File: config.mk
export PLATFORM = sky130hd
export DESIGN_NAME = seq_priority_encoder
export DESIGN_NICKNAME = d
export VERILOG_FILES = /design/src/rtl/seq_priority_encoder.sv
export SDC_FILE = /design/constraint.sdc
export NUM_CORES = 1
export LEC_CHECK = 0
export CAP_MARGIN = 0
export CORE_MARGIN = 8
export CORE_UTILIZATION = 39
export DETAILED_ROUTE_END_ITERATION = 8
export PLACE_DENSITY_LB_ADDON = 0.05
export SYNTH_ARGS = -nofsm -noshare
export SYNTH_HDL_FRONTEND = slang
export SYNTH_SLANG_ARGS = --single-unit
File: constraint.sdc
create_clock -name clk_i -period 1.7 [get_ports clk_i]
set_input_delay 0.34 -clock clk_i [delete_from_list [all_inputs] [get_ports clk_i]]
set_output_delay 0.34 -clock clk_i [all_outputs]
set_load 0.05 [all_outputs]
File: src/rtl/seq_priority_encoder.sv
// seq_priority_encoder: sequential N-to-log2(N) priority encoder.
// Takes a multi-hot request vector and streams out the index of each set bit.
//
// Ports:
//   clk_i        rising-edge clock
//   rst_i        synchronous active-high reset
//   enable_i     gates acceptance of new vectors (no effect while scanning)
//   in_valid_i   d_i is valid
//   in_ready_o   block can accept d_i this cycle
//   d_i          request vector, bit i = request i
//   out_valid_o  code_o / last_o are valid
//   out_ready_i  consumer takes code_o this cycle
//   code_o       index of the highest pending request
//   last_o       with out_valid_o: final code of the current vector
//   zero_o       one-cycle pulse after an all-zero vector is accepted
module seq_priority_encoder #(
    parameter int N = 8,
    parameter int W = 3
) (
    input  logic         clk_i,
    input  logic         rst_i,
    input  logic         enable_i,
    input  logic         in_valid_i,
    output logic         in_ready_o,
    input  logic [N-1:0] d_i,
    output logic         out_valid_o,
    input  logic         out_ready_i,
    output logic [W-1:0] code_o,
    output logic         last_o,
    output logic         zero_o
);

    localparam logic [0:0] IDLE = 1'b0;
    localparam logic [0:0] SCAN = 1'b1;

    logic [0:0]   state_q, state_d;
    logic [N-1:0] pending_q, pending_d;
    logic         zero_q, zero_d;

    logic [W-1:0] hi_idx;
    logic         one_left;
    logic         accept;
    logic         xfer;

    // Highest set bit of pending; ascending scan so the top index wins.
    always_comb begin
        hi_idx = '0;
        for (int i = 0; i < N; i++) begin
            if (pending_q[i]) begin
                hi_idx = W'(i);
            end
        end
    end

    // Exactly one bit left: clearing the lowest set bit leaves nothing.
    assign one_left = (pending_q != '0) &&
                      ((pending_q & (pending_q - N'(1))) == '0);

    assign in_ready_o  = (state_q == IDLE) & enable_i & ~rst_i;
    assign accept      = in_valid_i & in_ready_o;
    assign out_valid_o = (state_q == SCAN);
    assign xfer        = out_valid_o & out_ready_i;

    // Outputs derive only from registered state, so they hold while stalled.
    assign code_o = hi_idx;
    assign last_o = out_valid_o & one_left;
    assign zero_o = zero_q;

    always_comb begin
        state_d   = state_q;
        pending_d = pending_q;
        zero_d    = 1'b0;
        unique case (state_q)
            IDLE: begin
                if (accept) begin
                    if (d_i != '0) begin
                        pending_d = d_i;
                        state_d   = SCAN;
                    end else begin
                        zero_d = 1'b1;
                    end
                end
            end
            SCAN: begin
                if (xfer) begin
                    pending_d[hi_idx] = 1'b0;
                    if (one_left) begin
                        state_d = IDLE;
                    end
                end
            end
            default: begin
                state_d   = IDLE;
                pending_d = '0;
            end
        endcase
    end

    always_ff @(posedge clk_i) begin
        if (rst_i) begin
            state_q   <= IDLE;
            pending_q <= '0;
            zero_q    <= 1'b0;
        end else begin
            state_q   <= state_d;
            pending_q <= pending_d;
            zero_q    <= zero_d;
        end
    end

endmodule

### Yosys cells after proc, flatten, opt, wreduce, memory -nomap -nowiden

Cells that the tools add are included.

| storage, ports and cells | value |
|---|---|
| register bits after elaboration | 10 |

| operators by class | value |
|---|---|
| add/subtract/negate cells | 1 |
| magnitude comparators | 2 |
| eq/ne operators | 3 |
| multiplexer cells | 19 |
| bitwise logic cells | 11 |
| reduce and logical (&&, ||, !) cells | 7 |

Operator list:

| kind | number |
|---|---|
| $mux W8 | 3 |
| $and A8 B8 Y8 | 2 |
| $pmux W8 S2 | 1 |
| $reduce_bool A8 Y1 | 2 |
| $mux W3 | 5 |
| $logic_not A8 Y1 | 1 |
| $not A8 Y8 | 1 |
| $sub A8 B1 Y8 const B | 1 |
| $mux W1 | 7 |
| $and A1 B1 Y1 | 5 |
| $lt A3 B4 Y1 const B | 1 |
| $ne A2 B1 Y1 const B | 2 |
| $demux W1 S3 | 1 |
| $ge A3 B1 Y1 const B | 1 |
| $not A1 Y1 | 3 |
| $reduce_and A3 Y1 | 1 |
| $reduce_or A3 Y1 | 1 |
| $logic_and A1 B1 Y1 | 2 |
| $mux W2 | 1 |
| $ne A2 B2 Y1 const B | 1 |
| $pmux W1 S2 | 1 |

### Depth between registers and ports, before layout

Gate-level depths: netlist (run 1).

| depth | value |
|---|---|
| word-level depth | 15 |
| depth in mapped cells | 6 |
| gate-level depth less buffers | 4 |

### Worst setup path after synthesis (run 1)

OpenSTA, ideal clock, no wires.

| timing | value |
|---|---|
| kind | reg-to-reg |
| start point | register state_q (netlist: out_valid_o) |
| end point | register zero_q (netlist: zero_o) |
| arrival | 2278 ps |
| data required time | 1621 ps |
| setup slack | -657 ps |
| cell stages (with the launch flop) | 5 |
| buffers on the path | 1 |
| path through | dfxtp_1 clkbuf_1 nor3b_1 nand2_1 nor3_1 |

| between the ends | value |
|---|---|
| word-level cells in the longest chain between the ends | 6 |

Ends and longest elaborated chain:

| item | line | text |
|---|---|---|
| from (decl) | 36 | `logic [0:0] state_q, state_d;` |
| from (signal assigned) | 105 | `state_q <= state_d;` |
| $not A1 Y1 | n/a |  |
| $and A1 B1 Y1 (2 in series) | 59 | `assign in_ready_o = (state_q == IDLE) & enable_i & ~rst_i;` |
| named net in_ready_o | 24 | `output logic in_ready_o,` |
| $and A1 B1 Y1 | 60 | `assign accept = in_valid_i & in_ready_o;` |
| $not A1 Y1 (no source line) | n/a |  |
| $reduce_or A3 Y1 (no source line) | n/a |  |
| to (signal assigned) | 107 | `zero_q <= zero_d;` |
| to (decl) | 38 | `logic zero_q, zero_d;` |

The timed path passes the listed nets, and every way through them passes these cells.
A chain may end at the register's enable or synchronous reset.

### Worst setup path in the final report (run 1)

| timing | value |
|---|---|
| start point | register pending_q[4] |
| end point | output port last_o |

| between the ends | value |
|---|---|
| word-level cells in the longest chain between the ends | 5 |
| elaborated cells on any way between the ends | 6 |
| those cells by class | add/sub: 1; bitwise: 2; reduce/logical: 3 |

Ends and longest elaborated chain:

| item | line | text |
|---|---|---|
| from (decl) | 37 | `logic [N-1:0] pending_q, pending_d;` |
| from (signal assigned) | 106 | `pending_q <= pending_d;` |
| $sub A8 B1 Y8 | 57 | `((pending_q & (pending_q - N'(1))) == '0);` |
| $and A8 B8 Y8 | 57 |  |
| $logic_not A8 Y1 | 57 |  |
| $logic_and A1 B1 Y1 (*) | 56 | `assign one_left = (pending_q != '0) &&` |
| $and A1 B1 Y1 (*) | 66 | `assign last_o = out_valid_o & one_left;` |
| to (decl) | 29 | `output logic last_o,` |

Mark *: on every way between the ends. The rest lies on a longest branch, timed or not.

==> metrics, run 1 <==
Synth Instances=79; Post-Syn Area=628.1 µm²; Hold Path End=zero_o$_SDFF_PP0_; post-DR vias/cell=5.771; Synth Flop Type=dfxtp_1; Die Area=3151 µm²; WS Path Type=register to output port; Syn Nets=92; Residual DRC=0; Synth cell types=34; Final #Nets=139; minimum clock period=2.088 ns; post-layout worst setup margin=-0.3880 ns; cell depth of the worst flop-to-flop path=7; worst hold stages=3; worst r2r src=pending_q[4]$_SDFFE_PP0P_; RSZ-0062 raised after global routing=yes; vias in the first global route=806; Yosys reg bits=10; area leader, netlist=dfxtp_1; final wirelength=2395 µm; Slew Limit Headroom=0.7778; # placed instances=129; worst-margin pin slew=0.3298 ns; status=finished with violations; Core Util, Final=0.8463; DRT antenna net count=0; crit path capture type=output port; Worst-Skew Late Latency=0.28 ns; filler instances=92; setup slack at placement=-0.3429 ns; Core Box Area=1506 µm²; Yosys top cell area share=0.3187; PortBufs=19; crit path max fanout=2; drt initial violations=18; final setup fails=6; RR Endpoint=pending_q[0]$_SDFFE_PP0P_; f_max=0.4789 GHz; Syn Area/Cell=7.951 µm²; Synth top cells by count=dfxtp_1 (10), a21oi_1 (8), nand2_1 (8); clock-pin slew on the worst setup and hold paths=0.06 ns; gpl congestion=0.7695; Clock Skew=0.003443 ns; worst hold start=d_i[2]; Final Hold Fails=0; Worst Hold Class=input port to register; row count=14; TritonCTS Buffers=3; fin crit share=1.228; Startpoint Class=register; Slew Limit Fails=0; CTS tree=done; Pleak=0.5246 nW; final hold slack=0.4252 ns; Post-Route Setup TNS=-1.103 ns; antenna violations before repair=0; first-pass GRT wire length=3760 µm; Critical Path RT=1.36 ns; final instance count without filler cells=140; total track usage=0.1440; Post-synth EDFFs=0; share of cells above drive strength 1=0.5565; sequential-to-total area share from yosys stat=0.3187; Worst R2R Setup Slack=-0.17 ns; largest cells by area after synthesis=dfxtp_1 (32%), a21oi_1 (6.4%), nand2_1 (4.8%); WP data arrival=1.75 ns; fraction of registers with async set/reset=0; Worst VDD drop=0.5026 mV; area delta synth->final=103.0%; I/O pins=20; maxcap violations=0; CTS Sinks=10; root buffer cell=clkbuf_4; hold_buf cts=0; dpl hpwl=1574 µm; DR pass1 iterations=4; Remaining Overflow, GRT=0; Vias=808; most common cell in the netlist=dfxtp_1; die width=56.13 µm; Power Density=623.0 nW/µm²; largest net degree at the start of global routing=11; H-tree depth=1; Initial Util=0.4169; failing checks=negative setup slack; Die H=56.13 µm; CTS Buffer Depth=2; Ys Warns=0; Avg WL per Cell=17.11 µm; CP startpoint=pending_q[4]$_SDFFE_PP0P_; # diodes=0
-- cell usage in the layout, fill, tap and decap left out, types with 2 or more instances in the layout --
cell type / n
nor3_1: 3
buf_6: 5
or4_4: 3
o21ai_0: 3
dlygate4sd2_1: 4
nand2_1: 8
dlymetal6s2s_1: 2
a311oi_2: 3
nor2_2: 2
a21oi_1: 7
clkbuf_4: 3
nor2_1: 3
buf_8: 2
buf_4: 23
clkdlybuf4s50_1: 6
dfxtp_1: 5
o31ai_2: 2
inv_1: 3
dfxtp_2: 5
o41ai_4: 2
a32oi_1: 2
buf_12: 5
-- power by group --
group          total [mW]  internal [mW]  switching, mW
logic               0.364          0.193          0.171
clock network       0.173         0.0825         0.0908
registers           0.257          0.245         0.0119
total               0.794          0.521          0.273
-- metal layers --
layer,vias to the layer above,part of all wire,track usage
met5,-,0,0
met3,5,0.055,0.05936
li1,396,-,-
met2,24,0.52,0.2441
met4,0,0.015,0.05842
met1,383,0.41,0.1530
-- cells by family after synthesis --
group / synth area share
and+or+nand+nor: 0.2251
DFF: 0.3187
muxes: 0.01594
AOI/OAI and AO/OA: 0.3845
buffers and inverters: 0.05576
-- layout make-up --
cell class,count,area (µm²),share of cell area
well taps,16,20.02,0.01570
repair buffers,47,479.2,0.3759
multi-input cells,60,529.3,0.4151
clock buffers,3,22.52,0.01766
flip-flops and latches,10,206.4,0.1619
inverters,4,17.52,0.01374
-- worst max-delay path by stage --
stage	end	cells past startpoint
3_3_place_gp	pending_q[0]$_SDFFE_PP0P_	5
2_1_floorplan	last_o	5
6_report	last_o	5
3_5_place_dp	pending_q[1]$_SDFFE_PP0P_	5
4_1_cts	last_o	5
5_1_grt	last_o	5
-- critical path, cell delays in order, from the launching register on --
cell,delay (ns)
dfxtp_2,0.32
or4_4,0.54
mux2i_2,0.19
a211oi_2,0.11
and3_4,0.16
buf_8,0.14
-- state kept, by name, summed over array words and instances, names as in the netlist --
signal,cells
pending_q,8
out_valid_o,1
zero_o,1
-- metrics by stage --
step / total power, mW / cell area [µm²]
after floorplan: 0.3986 / 656.9
after global placement: 0.5267 / 1035
after detailed placement: 0.5290 / 1035
after CTS: 0.7575 / 1189
after global routing: 0.8299 / 1275
final: 0.7943 / 1275
-- timing repair --
item                       4_1_cts  5_1_grt
pin swaps                        9        8
setup buffers                    4        4
gates resized for setup         26       17
setup endpoints to repair        8       12
gates cloned                     0        0
No activity file was read; power rests on OpenSTA's default activity.
==> run 2: changes to the inputs <==
- CORE_UTILIZATION: 39 -> 42
- CTS_BUF_LIST: unset -> sky130_fd_sc_hd__clkbuf_4 sky130_fd_sc_hd__clkbuf_8
==> metrics, run 2 (synthesis gave the netlist of run 1 again) <==
TritonCTS Buffers=3 (unchanged); fin crit share=1.258 (+0.02988); RSZ-0062 raised after global routing=yes; Vias=835 (+3.3%); worst hold start=d_i[0]; total power=0.7660 mW (-3.6%); final instance count without filler cells=140 (unchanged); post-DR vias/cell=5.964 (+3.3%); most frequent cells in the layout=buf_4 (24), nand2_1 (8), a21oi_1 (7); dpl hpwl=1585 µm (+0.74%); PortBufs=19 (unchanged); largest net degree at the start of global routing=12 (+1); I/O pins=20 (unchanged); Worst R2R Setup Slack=-0.06 ns (+0.11 ns); WP data arrival=1.80 ns (+0.05 ns); Critical Path RT=1.36 ns (about the same); Remaining Overflow, GRT=0 (unchanged); area delta synth->final=96.02%; clock-pin slew on the worst setup and hold paths=0.06 ns (about the same); worst r2r src=pending_q[4]$_SDFFE_PP0P_; sequential share of power=0.334 (+0.010); max reg flops=8 (unchanged); post-layout worst setup margin=-0.4388 ns (-0.05079 ns); Worst Hold Class=input port to register; maxcap violations=0 (unchanged); Worst-Skew Late Latency=0.27 ns (about the same); first-pass GRT wire length=3719 µm (-1.1%); internal power=0.5062 mW (-2.8%); f_max=0.4676 GHz (-2.4%); antenna violations before repair=0 (unchanged); RR Endpoint=pending_q[1]$_SDFFE_PP0P_; worst hold stages=3 (unchanged); cell depth of the worst flop-to-flop path=6 (-1); CTS tree=done; gpl congestion=0.8468 (+10%); hold_buf cts=0 (unchanged); crit path capture type=output port; Slowest-stage cell, CP=dfxtp_2; share of cells above drive strength 1=0.5323 (-0.02419); CP most frequent cell=o21ai_0; Residual DRC=0 (unchanged); Slew Limit Fails=0 (unchanged); # diodes=0 (unchanged); Core Box Area=1454 µm² (-3.5%); drt initial violations=20 (+2); Final Hold Fails=0 (unchanged); final wirelength=2662 µm (+11%); Critical Path, Cell by Cell=buf_4 > o21ai_0 > o21ai_0 > a211oi_2 > and3_4 > buf_8; Final #Nets=139 (unchanged); DRT antenna net count=0 (unchanged); Slew Limit Headroom=0.7910 (+0.01320); Power Density=622.2 nW/µm² (-0.13%); Startpoint Class=register; die width=54.67 µm (-2.6%); Die Area=2989 µm² (-5.1%); failing checks=negative setup slack; Clock Skew=0.001995 ns (-0.001448 ns); vias in the first global route=806 (unchanged); Initial Util=0.4320 (+0.01507); Pleak=0.5148 nW (-1.9%); most flop-heavy register=pending_q; clock power share=0.215 (-0.003); Worst VDD drop=0.3822 mV (-24%); crit path max fanout=6 (+4); Avg WL per Cell=19.01 µm (+11%); Switching Share=0.3392 (-0.004988); CP top delay family=compound AO/OA/AOI/OAI gates; row count=14 (unchanged); root buffer cell=clkbuf_4; Comb power frac=0.451 (-0.007); Hold Path End=zero_o$_SDFF_PP0_; WP buf/inv=2 (+1); minimum clock period=2.139 ns (+0.05079 ns); commonest non-fill, non-tap cell in the layout=buf_4; total track usage=0.1696 (+0.02554); CTS Sinks=10 (unchanged); CTS Buffer Depth=2 (unchanged); worst-margin pin slew=0.3116 ns (-0.01818 ns); DR pass1 iterations=4 (unchanged); Switch Pwr=0.2598 mW (-5.0%); Die H=54.67 µm (-2.6%); critical path's largest stage delay=0.32 ns (-0.22 ns); WS Path Type=register to output port; final setup fails=4 (-2); H-tree depth=1 (unchanged); status=finished with violations; # placed instances=130 (+0.78%)
## run 2: cell types whose count changed in the layout (fill, tap and decap cells not counted), sizes merged
cell	before	now
clkdlybuf4s50	6	5
dlygate4sd2	4	5
## run 2: area by class of cell
type,instances,area [µm²]
inverter,4,17.52
tap,16,20.02
timing repair buffer,47,474.2
sequential,10,206.4
clock buffer,3,22.52
multi-input combinational,60,490.5
fill,83,222.7
## run 2: power groups by stage
stage                     sequential, mW  clock (mW)  combinational [mW]
after floorplan                    0.264           0               0.135
after global placement             0.257           0               0.269
after detailed placement           0.257           0               0.271
after CTS                          0.253       0.169               0.314
after global routing               0.257       0.180               0.362
final                              0.256       0.165               0.345
## run 2: routing by layer
layer / GRT usage / routed length [µm] / up-vias
met5: 0 / 0 / -
met4: 0.08607 / 157 / 0
met3: 0.05707 / 233 / 17
met2: 0.2943 / 1310 / 45
met1: 0.1770 / 961 / 381
li1: - / - / 392
## run 2: how the worst max path moves through the flow
| stage | from | end | slack (ns) | cells past startpoint |
|---|---|---|---|---|
| floorplan | pending_q[6]$_SDFFE_PP0P_ | last_o | -0.12 | 5 |
| global placement | d_i[6] | pending_q[1]$_SDFFE_PP0P_ | -0.33 | 5 |
| detailed placement | d_i[6] | pending_q[1]$_SDFFE_PP0P_ | -0.33 | 5 |
| CTS | pending_q[4]$_SDFFE_PP0P_ | last_o | -0.36 | 5 |
| global route | pending_q[6]$_SDFFE_PP0P_ | last_o | -0.49 | 6 |
| finish | pending_q[6]$_SDFFE_PP0P_ | last_o | -0.44 | 6 |
## run 2: worst reg2reg max path: cells and delay by family, from the launching register on
family                 cells  cell delay, ns
buffers and inverters      3            0.40
DFF                        1            0.31
and+or+nand+nor            1            0.54
AOI/OAI and AO/OA          2            0.38
## run 2: metrics by stage
| stage | hold slack (ns) | util | setup slack [ns] | setup TNS [ns] | instance area [µm²] |
|---|---|---|---|---|---|
| final | 0.4305 | 0.8468 | -0.4388 | -0.6692 | 1231 |
| after global routing | 0.4386 | 0.8468 | -0.4878 | -0.9251 | 1231 |
| after CTS | 0.4388 | 0.7969 | -0.3646 | -0.5203 | 1159 |
| after detailed placement | 0.5670 | 0.7169 | -0.3327 | -2.601 | 1042 |
| after global placement | 0.5690 | 0.7169 | -0.3290 | -2.499 | 1042 |
| after floorplan | 0.4485 | - | -0.1196 | -0.1772 | 656.9 |
## run 2: what timing repair did
action,CTS,global route
endpoints found under the setup margin,7,13
setup buffers,5,2
pin swaps,7,8
resized for setup,19,18
==> run 3: changes to the inputs <==
- CTS_BUF_LIST: sky130_fd_sc_hd__clkbuf_4 sky130_fd_sc_hd__clkbuf_8 -> sky130_fd_sc_hd__clkbuf_4
- HOLD_SLACK_MARGIN: unset -> 0.03
==> results of run 3 <==
Same layout as run 2: the final DEF is identical, and so are final timing and power.
